==> src/rtl/gbfflgofm_pkg.sv <==
// gbfflgofm_pkg -- shared constants and types for the gbfflgofm FIFO controller.
// Holds the default RAM geometry, the output skid depth and the read/write
// arbitration turn encoding used by the controller and its skid buffer.
package gbfflgofm_pkg;

   localparam int DEFAULT_SRAM_DEPTH_BIT = 6;
   localparam int DEFAULT_SRAM_WIDTH     = 28;
   localparam int SKID_DEPTH             = 2;
   localparam int SKID_CNT_W             = $clog2(SKID_DEPTH + 1);

   typedef logic [SKID_CNT_W-1:0] skid_cnt_t;

   // Whose turn it is to use the single RAM port when a read is possible.
   typedef enum logic {
      TURN_WR = 1'b0,
      TURN_RD = 1'b1
   } turn_t;

   // A new read may only be launched if its data is sure to find a free skid slot.
   function automatic logic pipe_has_room(input skid_cnt_t skid_cnt, input logic rd_inflight);
      return ({1'b0, skid_cnt} + {{SKID_CNT_W{1'b0}}, rd_inflight}) < (SKID_CNT_W + 1)'(SKID_DEPTH);
   endfunction

endpackage

==> src/rtl/gbfflgofm_skid.sv <==
// gbfflgofm_skid -- two-entry output skid buffer for the gbfflgofm controller.
// Entry 0 is always the oldest word and drives the consumer directly; entry 1
// holds the next word while the consumer stalls.
module gbfflgofm_skid
   import gbfflgofm_pkg::*;
#(
   parameter int WIDTH = DEFAULT_SRAM_WIDTH
) (
   input  logic             clk,
   input  logic             rst_n,
   input  logic             clear,
   input  logic             push,
   input  logic [WIDTH-1:0] push_data,
   input  logic             pop,
   output logic             valid,
   output logic [WIDTH-1:0] head_data,
   output skid_cnt_t        cnt
);

   localparam skid_cnt_t SKID_ONE  = skid_cnt_t'(1);
   localparam skid_cnt_t SKID_FULL = skid_cnt_t'(SKID_DEPTH);

   logic [WIDTH-1:0] entry0;
   logic [WIDTH-1:0] entry1;
   skid_cnt_t        fill;
   logic             do_pop;

   assign do_pop    = pop && (fill != '0);
   assign valid     = (fill != '0);
   assign head_data = entry0;
   assign cnt       = fill;

   // Shift-style storage: pops move entry 1 down, pushes land in the first free slot.
   always_ff @(posedge clk or negedge rst_n) begin
      if (!rst_n) begin
         fill   <= '0;
         entry0 <= '0;
         entry1 <= '0;
      end else if (clear) begin
         fill   <= '0;
         entry0 <= '0;
         entry1 <= '0;
      end else begin
         case ({push, do_pop})
            2'b10: begin
               if (fill == '0) begin
                  entry0 <= push_data;
                  fill   <= fill + SKID_ONE;
               end else if (fill != SKID_FULL) begin
                  entry1 <= push_data;
                  fill   <= fill + SKID_ONE;
               end
            end
            2'b01: begin
               entry0 <= entry1;
               fill   <= fill - SKID_ONE;
            end
            2'b11: begin
               if (fill == SKID_ONE) begin
                  entry0 <= push_data;
               end else begin
                  entry0 <= entry1;
                  entry1 <= push_data;
               end
            end
            default: begin
            end
         endcase
      end
   end

endmodule

==> src/rtl/gbfflgofm_ctrl.sv <==
// gbfflgofm_ctrl -- circular-FIFO controller around a single-port RAM with a
// two-entry output skid buffer. Reads and writes share the RAM port: a read is
// granted at most every other cycle and always wins over a write in its cycle.
// Optional feature: define GBFFLGOFM_ERR_CHK_EN to enable the sticky producer
// protocol checker on err (in_vld dropped or in_data changed while stalled).
module gbfflgofm_ctrl
   import gbfflgofm_pkg::*;
#(
   parameter int SRAM_DEPTH_BIT = DEFAULT_SRAM_DEPTH_BIT,
   parameter int SRAM_WIDTH     = DEFAULT_SRAM_WIDTH
) (
   input  logic                      clk,
   input  logic                      rst_n,
   input  logic                      clear,
   input  logic                      in_vld,
   output logic                      in_rdy,
   input  logic [SRAM_WIDTH-1:0]     in_data,
   output logic                      out_vld,
   input  logic                      out_rdy,
   output logic [SRAM_WIDTH-1:0]     out_data,
   output logic [SRAM_DEPTH_BIT-1:0] ram_addr_r,
   output logic [SRAM_DEPTH_BIT-1:0] ram_addr_w,
   output logic                      ram_read_en,
   output logic                      ram_write_en,
   output logic [SRAM_WIDTH-1:0]     ram_data_in,
   input  logic [SRAM_WIDTH-1:0]     ram_data_out,
   output logic [SRAM_DEPTH_BIT:0]   count,
   output logic                      empty,
   output logic                      full,
   output logic                      err
);

   localparam logic [SRAM_DEPTH_BIT:0]   DEPTH_CNT = (SRAM_DEPTH_BIT + 1)'(2 ** SRAM_DEPTH_BIT);
   localparam logic [SRAM_DEPTH_BIT:0]   CNT_ONE   = (SRAM_DEPTH_BIT + 1)'(1);
   localparam logic [SRAM_DEPTH_BIT-1:0] PTR_ONE   = SRAM_DEPTH_BIT'(1);

   logic [SRAM_DEPTH_BIT-1:0] wp;
   logic [SRAM_DEPTH_BIT-1:0] rp;
   logic [SRAM_DEPTH_BIT:0]   cnt_q;
   turn_t                     turn_rd;
   logic                      rd_inflight;
   logic                      can_read;
   logic                      rd_grant;
   logic                      wr_fire;
   skid_cnt_t                 skid_cnt;

   assign full     = (cnt_q == DEPTH_CNT);
   assign empty    = (cnt_q == '0);
   assign count    = cnt_q;
   assign can_read = !empty && pipe_has_room(skid_cnt, rd_inflight);
   assign rd_grant = can_read && (turn_rd == TURN_RD);

   // The producer is stalled whenever the RAM port is taken by a read.
   assign in_rdy   = !full && !rd_grant && !clear;
   assign wr_fire  = in_vld && in_rdy;

   assign ram_write_en = wr_fire;
   assign ram_addr_w   = wp;
   assign ram_data_in  = in_data;
   assign ram_read_en  = rd_grant;
   assign ram_addr_r   = rp;

   // Pointer, occupancy and read-pipeline bookkeeping; reads and writes are mutually exclusive.
   always_ff @(posedge clk or negedge rst_n) begin
      if (!rst_n) begin
         wp          <= '0;
         rp          <= '0;
         cnt_q       <= '0;
         turn_rd     <= TURN_WR;
         rd_inflight <= 1'b0;
      end else if (clear) begin
         wp          <= '0;
         rp          <= '0;
         cnt_q       <= '0;
         turn_rd     <= TURN_WR;
         rd_inflight <= 1'b0;
      end else begin
         turn_rd     <= rd_grant ? TURN_WR : TURN_RD;
         rd_inflight <= rd_grant;
         if (wr_fire) begin
            wp    <= wp + PTR_ONE;
            cnt_q <= cnt_q + CNT_ONE;
         end else if (rd_grant) begin
            rp    <= rp + PTR_ONE;
            cnt_q <= cnt_q - CNT_ONE;
         end
      end
   end

   gbfflgofm_skid #(
      .WIDTH (SRAM_WIDTH)
   ) u_skid (
      .clk       (clk),
      .rst_n     (rst_n),
      .clear     (clear),
      .push      (rd_inflight),
      .push_data (ram_data_out),
      .pop       (out_rdy),
      .valid     (out_vld),
      .head_data (out_data),
      .cnt       (skid_cnt)
   );

`ifdef GBFFLGOFM_ERR_CHK_EN
   logic                  stall_q;
   logic [SRAM_WIDTH-1:0] stall_data_q;
   logic                  err_q;

   // Remember a stalled offer and flag it if the producer withdraws or alters it.
   always_ff @(posedge clk or negedge rst_n) begin
      if (!rst_n) begin
         stall_q      <= 1'b0;
         stall_data_q <= '0;
         err_q        <= 1'b0;
      end else if (clear) begin
         stall_q      <= 1'b0;
         stall_data_q <= '0;
         err_q        <= 1'b0;
      end else begin
         stall_q      <= in_vld && !in_rdy;
         stall_data_q <= in_data;
         if (stall_q && (!in_vld || (in_data != stall_data_q))) begin
            err_q <= 1'b1;
         end
      end
   end

   assign err = err_q;
`else
   assign err = 1'b0;
`endif

endmodule
==> config.mk <==
export PLATFORM = sky130hd
export DESIGN_NAME = gbfflgofm_ctrl
export DESIGN_NICKNAME = d
export VERILOG_FILES = /design/src/rtl/gbfflgofm_pkg.sv /design/src/rtl/gbfflgofm_skid.sv /design/src/rtl/gbfflgofm_ctrl.sv
export SDC_FILE = /design/constraint.sdc
export NUM_CORES = 1
export LEC_CHECK = 0
export ABC_AREA = 0
export BUFFER_PORTS_ARGS = -buffer_cell sky130_fd_sc_hd__buf_4
export CORE_ASPECT_RATIO = 0.7
export CORE_UTILIZATION = 28
export CTS_CLUSTER_SIZE = 10
export DETAILED_ROUTE_END_ITERATION = 8
export PLACE_DENSITY = 0.5
export SYNTH_ARGS = -nofsm -noshare
export SYNTH_HDL_FRONTEND = slang
export SYNTH_SLANG_ARGS = --single-unit
==> constraint.sdc <==
create_clock -name clk -period 8.2 [get_ports clk]
set_clock_uncertainty 0.1 [all_clocks]
set_input_delay 1.64 -clock clk [delete_from_list [all_inputs] [get_ports clk]]
set_output_delay 1.64 -clock clk [all_outputs]
set_load 0.01 [all_outputs]
## After elaboration in Yosys (flattened, before gate mapping)

Index checks and enable logic that the tools add are counted.
W data, S select, Z words.

| word-level totals | value |
|---|---|
| bits in registers | 79 |
| input bits | 61 |
| output and inout port bits | 82 |
| logic and storage cells | 75 |

| operators by class | value |
|---|---|
| add/sub/neg operators | 7 |
| $lt $le $gt $ge | 1 |
| equality and inequality tests | 12 |
| multiplexer cells | 24 |
| reduce and logical (&&, ||, !) cells | 23 |

Operator list:

| kind | count |
|---|---|
| $mux W28 | 7 |
| $pmux W28 S3 | 1 |
| $pmux W28 S2 | 1 |
| $mux W6 | 5 |
| $mux W7 | 3 |
| $add A6 B1 Y6 const B | 2 |
| $reduce_bool A3 Y1 | 3 |
| $add A7 B1 Y7 const B | 1 |
| $eq A7 B7 Y1 const B | 1 |
| $logic_not A7 Y1 | 1 |
| $sub A7 B1 Y7 const B | 1 |
| $logic_and A1 B1 Y1 | 6 |
| $mux W2 | 3 |
| $ne A3 B2 Y1 const B | 2 |
| $ne A3 B3 Y1 const B | 2 |
| $reduce_and A2 Y1 | 3 |
| $reduce_bool A2 Y1 | 3 |
| $eq A2 B1 Y1 const B | 2 |
| $eq A2 B2 Y1 const B | 2 |
| $logic_not A1 Y1 | 4 |
| $ne A2 B2 Y1 const B | 2 |
| $ne A4 B2 Y1 const B | 1 |
| $pmux W2 S2 | 1 |
| $reduce_and A4 Y1 | 1 |
| other kinds (7) | 9 |

## Longest topological paths before layout

Gate-level depths: netlist of run 1.

| logic depth | value |
|---|---|
| depth after elaboration | 10 |
| depth in mapped cells | 10 |
| mapped depth without buffers | 10 |

## Cells and area by module

Synthesis of run 1 repeated with hierarchy kept, for this count alone.

| second synthesis, totals | value |
|---|---|
| cell total of the unflattened synthesis | 436 |
| area, all modules | 4321.6 µm² |

By module, submodules not included:

| module | instances | cells an instance | area each (µm²) | seq. area each (µm²) |
|---|---|---|---|---|
| gbfflgofm_skid | 1 | 272 | 2812.7 | 1451.4 |
| gbfflgofm_ctrl | 1 | 164 | 1508.9 | 525.5 |

## Least setup slack after synthesis of run 1

No wires, ideal clock.

| timing path | value |
|---|---|
| path type | input to output |
| start | input in_vld |
| end | output ram_write_en |
| arrival | 2.273 ns |
| data required time | 6.460 ns |
| slack | 4.187 ns |
| stages on the path | 3 |
| buffers on the path | 0 |
| path through | inv_1 a31o_2 nor3_4 |

| on the way | value |
|---|---|
| longest elaborated chain between the ends | 1 |

Ends and longest elaborated chain:

| element | RTL line | RTL |
|---|---|---|
| from (decl) | gbfflgofm_ctrl.sv:15 | `input logic in_vld,` |
| $logic_and A1 B1 Y1 | gbfflgofm_ctrl.sv:55 | `assign wr_fire = in_vld && in_rdy;` |
| to (decl) | gbfflgofm_ctrl.sv:24 | `output logic ram_write_en,` |

Every way passes these cells.

## Worst setup path after layout of run 1

| timing path | value |
|---|---|
| start | input clear |
| end | output ram_write_en |

| on the way | value |
|---|---|
| longest elaborated chain between the ends | 3 |

Ends and longest elaborated chain:

| element | RTL line | RTL |
|---|---|---|
| from (decl) | gbfflgofm_ctrl.sv:14 | `input logic clear,` |
| $logic_not A1 Y1 | gbfflgofm_ctrl.sv:54 | `assign in_rdy = !full && !rd_grant && !clear;` |
| $logic_and A1 B1 Y1 | gbfflgofm_ctrl.sv:54 |  |
| $logic_and A1 B1 Y1 | gbfflgofm_ctrl.sv:55 |  |

Every way passes these cells.

==> flow_summary.ini, run 1 <==
[finish]
drive_gt1_share_pct = 23.9
fin_area_sq_mm = 0.00502
fin_nets = 549
syn_to_final_growth_pct = 21.7
insertedDiodeCount = 0

[pwr]
switching_power_w = 0.000535
p_int_w = 0.000957
p_leak_nw = 2.46
vdd_ir_drop_max_mv = 0.144
p_clk_share_pct = 26.8
powerDensity_mw_per_mm2 = 297
swShare_pct = 35.9
comb_power_share_pct = 37.1
p_seq_share_pct = 36.1

[worst_setup_path]
r2r_end = count[5]
critPathMaxFanout = 59
worst-setup-path-type = in2out
critical_path_required_ns = 6.46
cp-endpoint = ram_write_en
cp-startpoint = clear
reg2reg_from = count[0]
reg2reg_depth = 10
cp.arrival_ns = 2.66
setup.worst_path.end_class = output pin
r2r_slack_ns = 4.98
worstSetupStartpointType = primary input

[place]
placed_area_sq_mm = 0.00473
gp_routability_congestion = 0.731
io_buffers = 85
hpwl_microns = 6330

[clock_tree]
clk_latency_ns = 0.33
clk_path_buf_depth = 2
post_cts_buffers = 0
htreeDepth = 3
path_clk_slew_ns = 0.07
clock_sinks = 79
root_buffer = clkbuf_16
cts_resized = 0
hold_buffers = 0
numCtsBuffers = 9
cts_tree = built

[sta]
setup_violations = 0
tightest_slew_ns = 1.19
tns_ns = 0
holdWs_ns = 0.378
clock.fmax_mhz = 228
slew_viol_final = 0
post-route-period-util_pct = 53.6
slew_headroom_pct = 20.7
hold_viol = 0
rsz0062_at_grt = false
final.min_clock_period_ns = 4.40

[logic_synthesis]
syn_avg_cell_area_sq_um = 9.67
synth_adder_area_share_pct = 3.82
syn_inst = 427
synth_top_area_cell = dfrtp_1
yosysWarnings = 0
synthSimpleGateAreaFrac_pct = 17.0
synth_top_family_by_area = simple AND/OR/NAND/NOR gates
synth_edf_count = 0
syn-num-nets = 500
synth_flop_cell = dfrtp_1
synth.area.top_cells = dfrtp_1, mux2i_1, o21ai_0
syn_area_sq_mm = 0.00413
ys_seq_area_share_pct = 47.9
synthMuxAreaShare_pct = 8.00
synthArstFlopShare_pct = 100
synthXorXnorAreaFrac_pct = 1.91
synth_compound_area_share_pct = 13.0
synth_common_cells = dfrtp_1, nand2_1, o21ai_0
yosysMostFrequentCell = dfrtp_1
yosysTopAreaCellShare_pct = 47.9
synth_cell_types = 44
ys_seq_elements = 79

[die]
core_sq_mm = 0.0141
start_util_pct = 29.2
num_rows = 36
fp.dieW_microns = 147
fp.dieH_microns = 104
die_area_sq_mm = 0.0152
pin_count = 143

[global_route]
grt_pass1_vias = 3019
groute.usage.overall_pct = 12.8
antenna_found_initial = 0
grt_start_max_net_pins = 80
grt_pass1_wl_microns = 15500
overflow = 0

[status]
status = finished, final reports clean

[detailed_routing]
drt_first_pass_iters = 4
routed_wl_microns = 9430
remaining_drc_errors = 0
vias_per_cell = 4.50
vias = 3022
ant_nets = 0
drtIter0Drc = 160
wl_per_cell_microns = 14.1

[job]
drv_cap = 0

[hold_path]
hold_class = reg2reg
==> placed cells by master, fill, tap and decap left out, types with 2 or more instances in the layout <==
cell type and instances:
o21ai_0 62, clkinvlp_4 2, a21o_2 2, inv_1 8
mux2i_1 33, o41ai_1 2, clkbuf_16 9, a211oi_1 6
xor2_1 4, nor2b_1 2, o31ai_1 3, nand3_1 2
nand4_1 4, nor2_1 19, ha_1 11, inv_6 2
a21oi_1 7, nand2b_1 35, dfrtp_1 79, nand2_1 70
and2_1 2, buf_4 86, xnor2_1 5, nor3_1 3
==> worst max-delay path, stage by stage <==
cell and delay [ns]:
buf_4 0.31, nor3_4 0.50, buf_4 0.21
==> power groups by stage <==
stage / sequential [W] / clock (W) / combinational (W)
3_3_place_gp: 0.000545 / 0 / 0.000549
6_report: 0.000539 / 0.000400 / 0.000553
2_1_floorplan: 0.000559 / 0 / 0.000338
4_1_cts: 0.000541 / 0.000414 / 0.000563
3_5_place_dp: 0.000548 / 0 / 0.000560
5_1_grt: 0.000552 / 0.000430 / 0.000623
==> layer usage <==
| metal | up-vias | routed length, microns | GRT usage [%] |
|---|---|---|---|
| met4 | 0 | 204 | 5.23 |
| met5 | - | 0 | 0 |
| met1 | 1394 | 4510 | 17.0 |
| met2 | 78 | 4080 | 18.8 |
| met3 | 30 | 628 | 4.63 |
| li1 | 1520 | - | - |
==> how the worst min path moves through the flow <==
stage                         startpoint                    to  slack, ns  cells after the start
floorplan               u_skid.entry1[0]      u_skid.entry1[0]       0.35                      2
global placement        u_skid.entry1[6]      u_skid.entry1[6]       0.36                      2
detailed placement     u_skid.entry1[20]     u_skid.entry1[20]       0.37                      2
CTS                    u_skid.entry1[24]     u_skid.entry1[24]       0.39                      2
global route           u_skid.entry1[22]     u_skid.entry1[22]       0.40                      2
finish              u_skid.head_data[13]  u_skid.head_data[13]       0.38                      2
==> per-stage QoR <==
stage	worst slack (ns)	util, %	cells	power [W]
5_1_grt	3.73	35.5	671	0.00161
3_5_place_dp	3.80	33.4	655	0.00111
3_3_place_gp	3.82	33.4	655	0.00109
2_1_floorplan	4.19	-	427	0.000897
6_report	3.80	35.5	671	0.00149
4_1_cts	3.80	35.5	671	0.00152
==> cell families (layout without fill, tap and decap cells) <==
group	Yosys count	after routing
AND/OR/NAND/NOR	144	144
AO/OA/AOI/OAI	92	92
flip-flops	79	79
buffers and inverters	57	111
multiplexers	33	33
adder cells (fa/ha/maj)	12	12
XOR/XNOR	9	9
other	1	1
==> area by class of cell <==
| class | instances | area, sq um |
|---|---|---|
| well taps | 190 | 238 |
| inverters | 9 | 33.8 |
| clock inverters | 6 | 67.6 |
| repair buffers | 86 | 646 |
| flip-flops and latches | 79 | 1980 |
| fillers | 1441 | 9120 |
| clock buffers | 10 | 229 |
| multi-input cells | 291 | 1830 |
==> state kept, by name, summed over array words and instances, names as in the netlist <==
register and flops:
count 7, ram_addr_r 6, ram_addr_w 6, rd_inflight 1, turn_rd 1, u_skid.cnt 2
u_skid.entry1 28, u_skid.head_data 28
(Power assumes the default switching activity.)
==> inputs of run 2 (changes only) <==
--- a/config.mk
+++ b/config.mk
@@ -5,13 +5,13 @@
 export SDC_FILE = /design/constraint.sdc
 export NUM_CORES = 1
 export LEC_CHECK = 0
-export ABC_AREA = 0
+export ABC_AREA = 1
 export BUFFER_PORTS_ARGS = -buffer_cell sky130_fd_sc_hd__buf_4
 export CORE_ASPECT_RATIO = 0.7
 export CORE_UTILIZATION = 28
 export CTS_CLUSTER_SIZE = 10
 export DETAILED_ROUTE_END_ITERATION = 8
-export PLACE_DENSITY = 0.5
+export PLACE_DENSITY = 0.51
 export SYNTH_ARGS = -nofsm -noshare
 export SYNTH_HDL_FRONTEND = slang
 export SYNTH_SLANG_ARGS = --single-unit
==> constraint.sdc (replaced) <==
create_clock -name clk -period 3.65 [get_ports clk]
set_clock_uncertainty 0.1 [all_clocks]
set_input_delay 0.73 -clock clk [delete_from_list [all_inputs] [get_ports clk]]
set_output_delay 0.73 -clock clk [all_outputs]
set_load 0.01 [all_outputs]
==> flow_summary.ini, run 2 <==
[logic_synthesis]
synthSimpleGateAreaFrac_pct = 16.7
synth_top_family_by_area = buffers and inverters
syn-num-nets = 552
synth_flop_cell = dfrtp_1
synth_adder_area_share_pct = 3.74
synth_top_area_cell = dfrtp_1
synth_cell_types = 31
synth.area.top_cells = dfrtp_1, inv_1, o32ai_1
yosysTopAreaCellShare_pct = 46.9
syn_avg_cell_area_sq_um = 8.80
syn_inst = 479
synthArstFlopShare_pct = 100
yosysWarnings = 0
synthMuxAreaShare_pct = 0
yosysMostFrequentCell = inv_1
synth_common_cells = inv_1, dfrtp_1, nor2_1
ys_seq_area_share_pct = 46.9
ys_seq_elements = 79
syn_area_sq_mm = 0.00422
synth_edf_count = 0
synth_compound_area_share_pct = 14.0
synthXorXnorAreaFrac_pct = 1.87

[clock_tree]
path_clk_slew_ns = 0.06
root_buffer = clkbuf_16
numCtsBuffers = 9
clk_path_buf_depth = 2
post_cts_buffers = 0
htreeDepth = 3
hold_buffers = 0
cts_tree = built
cts_resized = 0
clock_sinks = 79
clk_latency_ns = 0.34

[sta]
setup_ws_ns = 0.616
tns_ns = 0
rsz0062_at_grt = false
clock.fmax_mhz = 330
slew_viol_final = 0
post-route-period-util_pct = 83.1
hold_viol = 0
slew_headroom_pct = 30.6
final.min_clock_period_ns = 3.03
tightest_slew_ns = 1.04
setup_violations = 0

[worst_setup_path]
reg2reg_from = count[0]
cp_slowest_cell = dfrtp_1
cp.arrival_ns = 2.20
critical_path_required_ns = 2.82
slowest_delay_ns = 0.43
setup.worst_path.end_class = output pin
crit_chain = nor2_1 > nand2_2 > o21ai_2 > nand4_2 > inv_1 > buf_4
worstSetupStartpointType = flip-flop
path_buf_inv = 2
worst-setup-path-type = reg2out
path_delay_family = simple AND/OR/NAND/NOR gates
critPathMaxFanout = 16
cp-startpoint = count[0]

[detailed_routing]
routed_wl_microns = 10000
vias = 3343
wl_per_cell_microns = 13.7
ant_nets = 0
vias_per_cell = 4.58
drt_first_pass_iters = 4
remaining_drc_errors = 0
drtIter0Drc = 125

[finish]
insertedDiodeCount = 0
regArea_sq_mm = 0.00198
syn_to_final_growth_pct = 20.2
layout_commonest_cell = buf_4
fin_nets = 603
fillers = 1518
fin_area_sq_mm = 0.00507
multi_input_area_sq_mm = 0.00155
final_cell_mix = buf_4, inv_1, dfrtp_1
drive_gt1_share_pct = 22.6

[global_route]
grt_pass1_vias = 3396
grt_start_max_net_pins = 80
groute.usage.overall_pct = 13.7
grt_pass1_wl_microns = 16900
overflow = 0
antenna_found_initial = 0

[place]
hpwl_microns = 6470
gp_routability_congestion = 0.787
io_buffers = 85
preCtsSetupSlack_ns = 0.783
placed_area_sq_mm = 0.00476

[status]
status = finished, final reports clean

[die]
start_util_pct = 28.7
pin_count = 143
num_rows = 37
fp.dieW_microns = 149
die_area_sq_mm = 0.0156
fp.dieH_microns = 105
core_sq_mm = 0.0147

[hold_path]
hold_start = u_skid.entry1[17]
hold_class = reg2reg

[pwr]
vdd_ir_drop_max_mv = 0.210
powerDensity_mw_per_mm2 = 739
p_total_w = 0.00374
p_leak_nw = 2.46

[job]
drv_cap = 0
[run 2: logic make-up after synthesis]
| group | Yosys count |
|---|---|
| xor+xnor | 9 |
| buf+inv | 135 |
| compound gates | 90 |
| other cells | 1 |
| fa+ha+maj | 12 |
| flops | 79 |
| simple gates | 153 |
[run 2: worst reg2reg max path: cells and delay by family (launching register included)]
family	cells	cell delay, ns
compound gates	4	0.69
fa+ha+maj	1	0.54
flops	1	0.43
simple gates	6	0.96
[run 2: path summary, 6_finish.rpt]
path / slack, ns / to / cells past startpoint
min in group asynchronous: 0.48 / u_skid.head_data[17] / 1
max in group asynchronous: 2.31 / u_skid.entry1[4] / 1
min reg2reg: 0.43 / u_skid.entry1[17] / 2
min: 0.43 / u_skid.entry1[17] / 2
max reg2reg: 0.82 / count[6] / 11
max: 0.62 / ram_write_en / 6
[run 2: stage by stage]
step / hold WS, ns / util (%) / cells
after detailed placement: 0.415 / 32.4 / 714
final: 0.425 / 34.5 / 730
after floorplan: 0.334 / - / 479
after global routing: 0.455 / 34.5 / 730
after global placement: 0.413 / 32.4 / 714
after CTS: 0.428 / 34.5 / 730
[run 2: metal layers]
layer / vias to the layer above / routed length (microns) / track usage, %
li1: 1650 / - / -
met1: 1610 / 4820 / 18.0
met2: 66 / 4650 / 21.5
met3: 17 / 441 / 3.62
met4: 0 / 123 / 5.08
met5: - / 0 / 0
[run 2: area by class of cell]
class	count	area share, %
sequential	79	39.0
multi-input combinational	265	30.5
timing repair buffer	89	13.2
inverter	86	6.37
tap	195	4.81
clock buffer	9	4.44
clock inverter	7	1.68
[run 2: where the power goes]
part           leakage, nW  switching (W)  internal, W
Clock                0.153       0.000395     0.000546
Combinational         1.25       0.000910     0.000627
Sequential            1.05       0.000162      0.00110
